**src/rtl/load_store_unit_pkg.sv**
```systemverilog
// Shared types, encodings and lane helpers for the memory-stage load/store unit.
package load_store_unit_pkg;

  localparam int unsigned XLEN = 32;
  localparam int unsigned BE_W = XLEN / 8;

  // Access size encodings as presented by decode.
  typedef enum logic [1:0] {
    SZ_BYTE = 2'b00,
    SZ_HALF = 2'b01,
    SZ_WORD = 2'b10,
    SZ_ILL  = 2'b11
  } size_e;

  // Completion status reported alongside done.
  typedef enum logic [1:0] {
    FLT_OK       = 2'b00,
    FLT_MISALIGN = 2'b01,
    FLT_TIMEOUT  = 2'b10,
    FLT_SIZE     = 2'b11
  } fault_e;

  typedef enum logic [1:0] {
    ST_IDLE = 2'b00,
    ST_REQ  = 2'b01,
    ST_DONE = 2'b10
  } state_e;

  // Data-memory request payload, held stable for the whole REQ phase.
  typedef struct packed {
    logic            we;
    logic [XLEN-1:0] addr;
    logic [BE_W-1:0] be;
    logic [XLEN-1:0] wdata;
  } mem_bus_t;

  // Operand fields needed after the request phase to format the result.
  typedef struct packed {
    logic [1:0] addr_lo;
    size_e      size;
    logic       is_unsigned;
    logic       is_store;
  } op_t;

  // Illegal size wins over misalignment.
  function automatic fault_e lsu_fault(input logic [1:0] size, input logic [1:0] addr_lo);
    fault_e f;
    f = FLT_OK;
    if (size == SZ_ILL) begin
      f = FLT_SIZE;
    end else if ((size == SZ_HALF) && addr_lo[0]) begin
      f = FLT_MISALIGN;
    end else if ((size == SZ_WORD) && (addr_lo != 2'b00)) begin
      f = FLT_MISALIGN;
    end
    return f;
  endfunction

  // Little-endian byte enables for an aligned access.
  function automatic logic [BE_W-1:0] lsu_be(input logic [1:0] size, input logic [1:0] addr_lo);
    logic [BE_W-1:0] be;
    case (size)
      SZ_BYTE: be = 4'b0001 << addr_lo;
      SZ_HALF: be = 4'b0011 << {addr_lo[1], 1'b0};
      SZ_WORD: be = 4'b1111;
      default: be = 4'b0000;
    endcase
    return be;
  endfunction

  // Replicate store data across every lane so any byte enable sees the right value.
  function automatic logic [XLEN-1:0] lsu_wdata(input logic [1:0] size, input logic [XLEN-1:0] wdata);
    logic [XLEN-1:0] d;
    case (size)
      SZ_BYTE: d = {4{wdata[7:0]}};
      SZ_HALF: d = {2{wdata[15:0]}};
      default: d = wdata;
    endcase
    return d;
  endfunction

endpackage

```
**src/rtl/load_store_unit_load_align_ext.sv**
```systemverilog
// Load data path: select the addressed lane from the memory word and extend it to XLEN.
module load_align_ext
  import load_store_unit_pkg::*;
(
  input  logic [XLEN-1:0] mem_rdata_i,
  input  logic [1:0]      addr_lo_i,
  input  logic [1:0]      size_i,
  input  logic            is_unsigned_i,
  output logic [XLEN-1:0] rdata_o
);

  logic [XLEN-1:0] lane;
  logic            sign_b;
  logic            sign_h;

  assign lane   = mem_rdata_i >> {addr_lo_i, 3'b000};
  assign sign_b = ~is_unsigned_i & lane[7];
  assign sign_h = ~is_unsigned_i & lane[15];

  // Extend from bit 7 or bit 15; word loads pass straight through.
  always_comb begin
    rdata_o = '0;
    case (size_i)
      SZ_BYTE: rdata_o = {{(XLEN - 8){sign_b}}, lane[7:0]};
      SZ_HALF: rdata_o = {{(XLEN - 16){sign_h}}, lane[15:0]};
      SZ_WORD: rdata_o = lane;
      default: rdata_o = '0;
    endcase
  end

endmodule

```
**src/rtl/load_store_unit.sv**
```systemverilog
// Memory-stage load/store unit: latches the ALU effective address and store data,
// drives a req/ack data-memory port, formats load results and reports faults.
module load_store_unit
  import load_store_unit_pkg::*;
#(
  parameter int unsigned TIMEOUT = 16
) (
  input  logic            clk,
  input  logic            reset,
  input  logic            start,
  input  logic [XLEN-1:0] addr,
  input  logic [XLEN-1:0] wdata,
  input  logic            is_store,
  input  logic [1:0]      size,
  input  logic            is_unsigned,
  output logic            busy,
  output logic            done,
  output logic [XLEN-1:0] rdata_out,
  output logic [1:0]      fault,
  output logic            mem_req,
  output logic            mem_we,
  output logic [XLEN-1:0] mem_addr,
  output logic [BE_W-1:0] mem_be,
  output logic [XLEN-1:0] mem_wdata,
  input  logic [XLEN-1:0] mem_rdata,
  input  logic            mem_ack
);

  localparam int unsigned CNT_W = (TIMEOUT > 2) ? $clog2(TIMEOUT) : 1;

  state_e          state_q, state_d;
  logic [CNT_W-1:0] cnt_q, cnt_d;
  op_t             op_q, op_d;
  mem_bus_t        bus_q, bus_d;
  logic            mem_req_q, mem_req_d;
  logic            done_q, done_d;
  fault_e          fault_q, fault_d;
  logic [XLEN-1:0] rdata_q, rdata_d;

  fault_e          start_fault;
  logic [XLEN-1:0] load_data;

  assign start_fault = lsu_fault(size, addr[1:0]);

  load_align_ext u_align (
    .mem_rdata_i   (mem_rdata),
    .addr_lo_i     (op_q.addr_lo),
    .size_i        (op_q.size),
    .is_unsigned_i (op_q.is_unsigned),
    .rdata_o       (load_data)
  );

  // Stall while an access is being issued or is outstanding; released in DONE.
  assign busy = (start && (state_q != ST_REQ)) || (state_q == ST_REQ);

  assign done      = done_q;
  assign rdata_out = rdata_q;
  assign fault     = fault_q;
  assign mem_req   = mem_req_q;
  assign mem_we    = bus_q.we;
  assign mem_addr  = bus_q.addr;
  assign mem_be    = bus_q.be;
  assign mem_wdata = bus_q.wdata;

  // State and registered-output update.
  always_ff @(posedge clk) begin
    if (reset) begin
      state_q   <= ST_IDLE;
      cnt_q     <= '0;
      op_q      <= '0;
      bus_q     <= '0;
      mem_req_q <= 1'b0;
      done_q    <= 1'b0;
      fault_q   <= FLT_OK;
      rdata_q   <= '0;
    end else begin
      state_q   <= state_d;
      cnt_q     <= cnt_d;
      op_q      <= op_d;
      bus_q     <= bus_d;
      mem_req_q <= mem_req_d;
      done_q    <= done_d;
      fault_q   <= fault_d;
      rdata_q   <= rdata_d;
    end
  end

  // Next-state and next-output logic.
  always_comb begin
    state_d   = state_q;
    cnt_d     = cnt_q;
    op_d      = op_q;
    bus_d     = bus_q;
    mem_req_d = mem_req_q;
    done_d    = 1'b0;
    fault_d   = fault_q;
    rdata_d   = rdata_q;

    case (state_q)
      ST_IDLE, ST_DONE: begin
        state_d   = ST_IDLE;
        mem_req_d = 1'b0;
        if (start) begin
          op_d.addr_lo     = addr[1:0];
          op_d.size        = size_e'(size);
          op_d.is_unsigned = is_unsigned;
          op_d.is_store    = is_store;
          if (start_fault != FLT_OK) begin
            // Faulting access never reaches memory; report it straight away.
            state_d = ST_DONE;
            done_d  = 1'b1;
            fault_d = start_fault;
            rdata_d = '0;
          end else begin
            state_d     = ST_REQ;
            mem_req_d   = 1'b1;
            cnt_d       = '0;
            bus_d.we    = is_store;
            bus_d.addr  = {addr[XLEN-1:2], 2'b00};
            bus_d.be    = lsu_be(size, addr[1:0]);
            bus_d.wdata = lsu_wdata(size, wdata);
          end
        end
      end

      ST_REQ: begin
        if (mem_ack) begin
          state_d   = ST_DONE;
          mem_req_d = 1'b0;
          bus_d.we  = 1'b0;
          done_d    = 1'b1;
          fault_d   = FLT_OK;
          rdata_d   = op_q.is_store ? '0 : load_data;
        end else if (cnt_q == CNT_W'(TIMEOUT - 1)) begin
          state_d   = ST_DONE;
          mem_req_d = 1'b0;
          bus_d.we  = 1'b0;
          done_d    = 1'b1;
          fault_d   = FLT_TIMEOUT;
          rdata_d   = '0;
        end else begin
          cnt_d = cnt_q + CNT_W'(1);
        end
      end

      default: begin
        state_d   = ST_IDLE;
        mem_req_d = 1'b0;
      end
    endcase
  end

endmodule
```
**config.mk**
```make
export PLATFORM = sky130hd
export DESIGN_NAME = load_store_unit
export DESIGN_NICKNAME = d
export VERILOG_FILES = /design/src/rtl/load_store_unit_pkg.sv /design/src/rtl/load_store_unit_load_align_ext.sv /design/src/rtl/load_store_unit.sv
export SDC_FILE = /design/constraint.sdc
export NUM_CORES = 1
export LEC_CHECK = 0
export BUFFER_PORTS_ARGS = -buffer_cell sky130_fd_sc_hd__buf_2
export CORE_ASPECT_RATIO = 1.4
export CORE_MARGIN = 8
export CORE_UTILIZATION = 49
export CTS_CLUSTER_SIZE = 16
export DETAILED_ROUTE_END_ITERATION = 6
export PLACE_DENSITY = 0.91
export SYNTH_ARGS = -nofsm -noshare
export SYNTH_HDL_FRONTEND = slang
export SYNTH_HIERARCHICAL = 1
export SYNTH_SLANG_ARGS = --single-unit
```
**constraint.sdc**
```tcl
create_clock -name clk -period 2.43 [get_ports clk]
set_clock_uncertainty 0.1 [all_clocks]
set_input_delay 0.6075 -clock clk [delete_from_list [all_inputs] [get_ports clk]]
set_output_delay 0.6075 -clock clk [all_outputs]
set_load 0.005 [all_outputs]
```
==> After elaboration in Yosys (flattened, before gate mapping) <==
Cells that the tools add are included.
{ "totals": {"input_bits": 104, "regBits": 115} }
{ "op_classes": {"shifts": 3, "reduce_logical": 16, "eq_ne": 15, "n_bitwise": 4, "n_addsub": 1, "muxes": 39} }
{ "ops": {"columns": ["op", "n"], "rows": [
  ["2-to-1 mux 32 bit", 5],
  ["2-to-1 mux 69 bit", 2],
  ["one-hot mux 32 bit (2 select lines)", 2],
  ["one-hot mux 32 bit (3 select lines)", 1],
  ["right shift 32 x 5 -> 32 bit", 1],
  ["2-to-1 mux 2 bit", 8],
  ["2-to-1 mux 4 bit", 4],
  ["one-hot mux 4 bit (3 select lines)", 1],
  ["2-to-1 mux 1 bit", 10],
  ["inequality test 2 bit (second input constant)", 5],
  ["== test 2 bit (second input constant)", 4],
  ["one-hot mux 2 bit (2 select lines)", 2],
  ["one-hot mux 4 bit (2 select lines)", 1],
  ["AND reduction 4 bit", 2],
  ["== test 2 x 1 -> 1 bit (second input constant)", 3],
  ["logical NOT 2 bit", 3],
  ["one-hot mux 1 bit (2 select lines)", 3],
  ["nonzero test 2 bit", 3],
  ["AND reduction 5 bit", 1],
  ["adder 4 x 1 -> 4 bit (second input constant)", 1],
  ["== test 4 bit (second input constant)", 1],
  ["<< shifter 1 x 2 -> 4 bit (first input constant)", 1],
  ["<< shifter 2 x 2 -> 4 bit (first input constant)", 1],
  ["logical AND 1 bit", 3],
  ["other kinds (8)", 10]
]} }

==> Logic depth before layout (Yosys ltp) <==
{ "depth": {"depth_word": 9, "depth_mapped": 7} }

==> Hierarchy <==
The synthesis kept the hierarchy.
{ "by_module_without_submodules": {"columns": ["mod", "area_each_um2", "instances", "cells_each"], "rows": [
  ["load_store_unit", 4524.3, 1, 492],
  ["load_align_ext", 792.0, 1, 114]
]} }

==> Worst setup path after synthesis <==
OpenSTA, ideal clock, no wires.
{ "synth_timing": {"kind": "input to register", "startpoint": "in size[0]", "endpoint": "reg cnt_q[2]", "path_stages": 5, "required_ns": 2.208, "path_buffers": 1, "path_slack_ns": 0.656, "arrival_ns": 1.552, "cell_sequence": "buf_6 nor3_4 o21a_4 nor2_1 a311o_1"} }
{ "synth_via": {"elab_chain_len": 8} }
{ "synth_rtl": {"columns": ["item", "line_no", "source"], "rows": [
  ["start, declared", "load_store_unit.sv:14", "input logic [1:0] size,"],
  ["== test 2 bit", "load_store_unit_pkg.sv:53", "end else if ((size == SZ_WORD) && (addr_lo != 2'b00)) begin"],
  ["logical AND 1 bit", "load_store_unit_pkg.sv:53", null],
  ["2-to-1 mux 1 bit", "load_store_unit_pkg.sv:53", null],
  ["2-to-1 mux 1 bit", "load_store_unit_pkg.sv:51", "end else if ((size == SZ_HALF) && addr_lo[0]) begin"],
  ["2-to-1 mux 2 bit *", "load_store_unit_pkg.sv:49", "if (size == SZ_ILL) begin"],
  ["nonzero test 2 bit *", "load_store_unit.sv:108", "if (start_fault != FLT_OK) begin"],
  ["inequality test 2 bit (no source line) *", null, null],
  ["AND reduction 5 bit (no source line) *", null, null],
  ["end signal, assigned", "load_store_unit.sv:78", "cnt_q <= cnt_d;"],
  ["end, declared", "load_store_unit.sv:32", "logic [CNT_W-1:0] cnt_q, cnt_d;"]
]} }
Mark *: on every way between the ends. The rest lies on a longest branch, timed or not.
A chain may end at the register's enable or synchronous reset.

==> Final worst setup path <==
{ "layout_timing": {"startpoint": "reg op_q[5] in the netlist's numbering", "endpoint": "reg rdata_q[17] (netlist: rdata_out[17])"} }
{ "layout_via": {"elab_chain_len": 6} }
{ "layout_rtl": {"columns": ["item", "line_no", "source"], "rows": [
  ["start, declared", "load_store_unit.sv:33", "op_t op_q, op_d;"],
  ["start signal, assigned", "load_store_unit.sv:79", "op_q <= op_d;"],
  ["right shift 32 x 5 -> 32 bit *", "load_store_unit_load_align_ext.sv:16", "assign lane = mem_rdata_i >> {addr_lo_i, 3'b000};"],
  ["bitwise AND 1 bit, on equally long branches", "load_store_unit_load_align_ext.sv:18, load_store_unit_load_align_ext.sv:17", null],
  ["one-hot mux 32 bit (3 select lines) *", "load_store_unit_load_align_ext.sv:23", "case (size_i)"],
  ["via load_data[17]", "load_store_unit.sv:41", "logic [XLEN-1:0] load_data;"],
  ["2-to-1 mux 32 bit *", "load_store_unit.sv:133", "rdata_d = op_q.is_store ? '0 : load_data;"],
  ["2-to-1 mux 32 bit *", "load_store_unit.sv:127", "if (mem_ack) begin"],
  ["one-hot mux 32 bit (2 select lines) *", "load_store_unit.sv:99", "case (state_q)"],
  ["end signal, assigned", "load_store_unit.sv:84", "rdata_q <= rdata_d;"],
  ["end, declared", "load_store_unit.sv:38", "logic [XLEN-1:0] rdata_q, rdata_d;"]
]} }
The timed path passes the listed nets; every way through them passes the cells marked *.

==> results_dict.tcl <==
set metrics [dict create \
    synthDistinctLibCells 55 \
    final_common_cell "buf_2" \
    gp_congestion 0.8989 \
    clk_latency_ns 0.39 \
    yosys_most_used_dff "dfxtp_1" \
    path_buf_inv 0 \
    layout-drive-gt1-share_pct 35.56 \
    hold_class "input port to flip-flop" \
    wl_per_cell_um 17.19 \
    final_core_util_pct 65.11 \
    synthCells 606 \
    m1WireLength_um 6263 \
    cts_tree "yes" \
    vias 5195 \
    io_buffers 207 \
    clock_path_buffers 2 \
    dpl_cell_area_sq_um 6362 \
    hold_viol 0 \
    start_util_pct 49.70 \
    clk_pin_slew_ns 0.05 \
    postRouteAntennaNets 0 \
    preCtsSetupSlack_ns 0.2063 \
    vias_per_cell 5.474 \
    area_delta_synth_final_pct 31.02 \
    rsz0062_at_grt "no" \
    die_area_sq_um 14490 \
    gr-total-overflow 0 \
    async_flop_share_pct 0 \
    synth-seq-area-share_pct 43.30 \
    numClockSinks 115 \
    clockRootBuffer "clkbuf_16" \
    wl_met2_um 8110 \
    ys_warn_count 6 \
    post_cts.repair.setup_buffers 0 \
    p_leak_nw 3.124 \
    max-vdd-ir-drop_uv 493.5 \
    core_area_sq_um 10700 \
    critPathArrivalTime_ns 2.24 \
    synthesis.area_sq_um 5316 \
    syn_area_per_cell_sq_um 8.773 \
    rows 45 \
    fin_setup_tns_ns 0 \
    fmax_ghz 0.4849 \
    critPathKind "flip-flop to flip-flop" \
    numCtsBuffers 17 \
    grt_usage_pct 21.91 \
    cts_resized 0 \
    cp_slowest_stage_delay_ns 0.55 \
    synth-edff-count 0 \
    cts_hold_buffers 0 \
    dp_hpwl_um 12370 \
    fin_nets 900 \
    dp.cells 917 \
    slowest_stage "dfxtp_1" \
    firstDrtPassIters 5 \
    antenna_found_initial 2 \
    slew_violations 0 \
    period_share_pct 84.87 \
    fp.dieW_um 104.0 \
    layout_common_cells "206 x buf_2, 140 x nand2_1, 115 x dfxtp_1, 66 x a21oi_1, 33 x nor2_1" \
    finalSetupViolations 0 \
    power_density_nw_per_um2 758.6 \
    final_cells 949 \
    grt_max_degree 59 \
    timing.hold.ws_ns 0.3448 \
    end_kind "flip-flop" \
    synth-seq-cells 115 \
    route.detailed.drc 0 \
    worstPathMaxFanout 16 \
    route.met3.wl_um 1471 \
    first_iter_violations 299 \
    outcome "finished, final reports clean" \
    h-tree-depth 4 \
    cp-start-kind "flip-flop" \
    postLayoutCellArea_sq_um 6965 \
    grt_pass1_wl_um 26260 \
    power_mw 5.284 \
    routed_wl_um 16320 \
    crit_chain "mux2i_4, o21ai_2, o21ai_4, o31ai_1, a22o_1" \
    min_period_ns 2.062 \
    relSlewSlack_pct 46.74 \
    die_h_um 139.2 \
    first_global_vias 5257 \
    maxCapViolCount 0 \
    worstPathRequired_ns 2.61 \
    worst_slack_ns 0.3676 \
    io_pins 210 \
    top_layer "met5" \
    worst_pin_slew_ns 0.7958 \
    critical_path.top_delay_family "compound AO/OA/AOI/OAI gates" \
]
-- per-layer routing --
metal / vias to the layer above / track usage (%)
met5: - / 0
met1: 2409 / 23.54
met2: 240 / 37.40
li1: 2513 / -
met3: 31 / 8.410
met4: 2 / 9.564
-- worst paths after layout --
check | from | to | slack (ns) | cells after the start
hold reg to reg | mem_addr[22] | mem_addr[22] | 0.35 | 2
hold / removal | addr[12] | mem_addr[12] | 0.34 | 3
setup / recovery | op_q[5] | rdata_out[17] | 0.37 | 5
setup reg to reg | op_q[5] | rdata_out[17] | 0.37 | 5
-- registers in the layout, indices dropped and copies added, names as in the netlist --
name / cells
cnt_q: 4
done: 1
fault: 2
mem_addr: 30
mem_be: 4
mem_req: 1
mem_wdata: 32
mem_we: 1
op_q: 6
rdata_out: 32
state_q: 2
-- tightest hold or removal path, delay by kind of cell --
kind / cells / cell delay (ns)
AO/OA/AOI/OAI: 1 / 0.05
buffers and inverters: 1 / 0.09
AND/OR/NAND/NOR: 1 / 0.04
-- area by class of cell --
class                   count  area [sq um]
fillers                   903          3732
multi-input cells         436          2671
flip-flops and latches    115          2302
repair buffers            222          1201
clock buffers              19         442.9
well taps                 141         176.4
clock inverters            12         157.7
inverters                   3         11.26
diodes                      1         2.502
-- logic make-up (layout without fill, tap and decap cells) --
logic type | after synthesis | count (layout) | share of synthesized area, %
buffers and inverters | 56 | 256 | 6.660
muxes | 33 | 33 | 6.449
other | 1 | 3 | 0.07054
DFF | 115 | 115 | 43.30
and+or+nand+nor | 211 | 211 | 17.56
xor gates and xnor gates | 2 | 2 | 0.3295
AOI/OAI and AO/OA | 187 | 187 | 25.39
adders and majority gates | 1 | 1 | 0.2353
-- synth_stat cells, types with 3 or more instances --
| library cell | count | area (sq um) |
|---|---|---|
| a311oi_1 | 3 | 26.28 |
| a211oi_1 | 15 | 112.6 |
| o21ai_2 | 3 | 26.28 |
| buf_2 | 19 | 95.09 |
| buf_4 | 6 | 45.04 |
| nand2b_1 | 4 | 25.02 |
| buf_6 | 13 | 146.4 |
| o211ai_1 | 4 | 30.03 |
| nand2_1 | 140 | 525.5 |
| a22o_1 | 30 | 262.8 |
| o31ai_1 | 7 | 52.55 |
| a311oi_2 | 5 | 75.07 |
| a211oi_2 | 8 | 100.1 |
| o21ai_0 | 26 | 130.1 |
| a21oi_1 | 66 | 330.3 |
| dfxtp_1 | 115 | 2302 |
| inv_1 | 3 | 11.26 |
| nor2b_1 | 11 | 68.82 |
| nor2_1 | 33 | 123.9 |
| mux2i_1 | 32 | 320.3 |
| nand3_1 | 5 | 25.02 |
| clkbuf_1 | 13 | 48.80 |
| a31oi_1 | 4 | 25.02 |
-- report_power, final --
| group | switching (mW) | internal (mW) | leakage, nW |
|---|---|---|---|
| Clock | 0.869 | 1.64 | 0.285 |
| Combinational | 0.435 | 0.310 | 1.90 |
| Sequential | 0.0561 | 1.98 | 0.937 |
| Total | 1.36 | 3.92 | 3.12 |
Power figures use the tool's default switching activity.
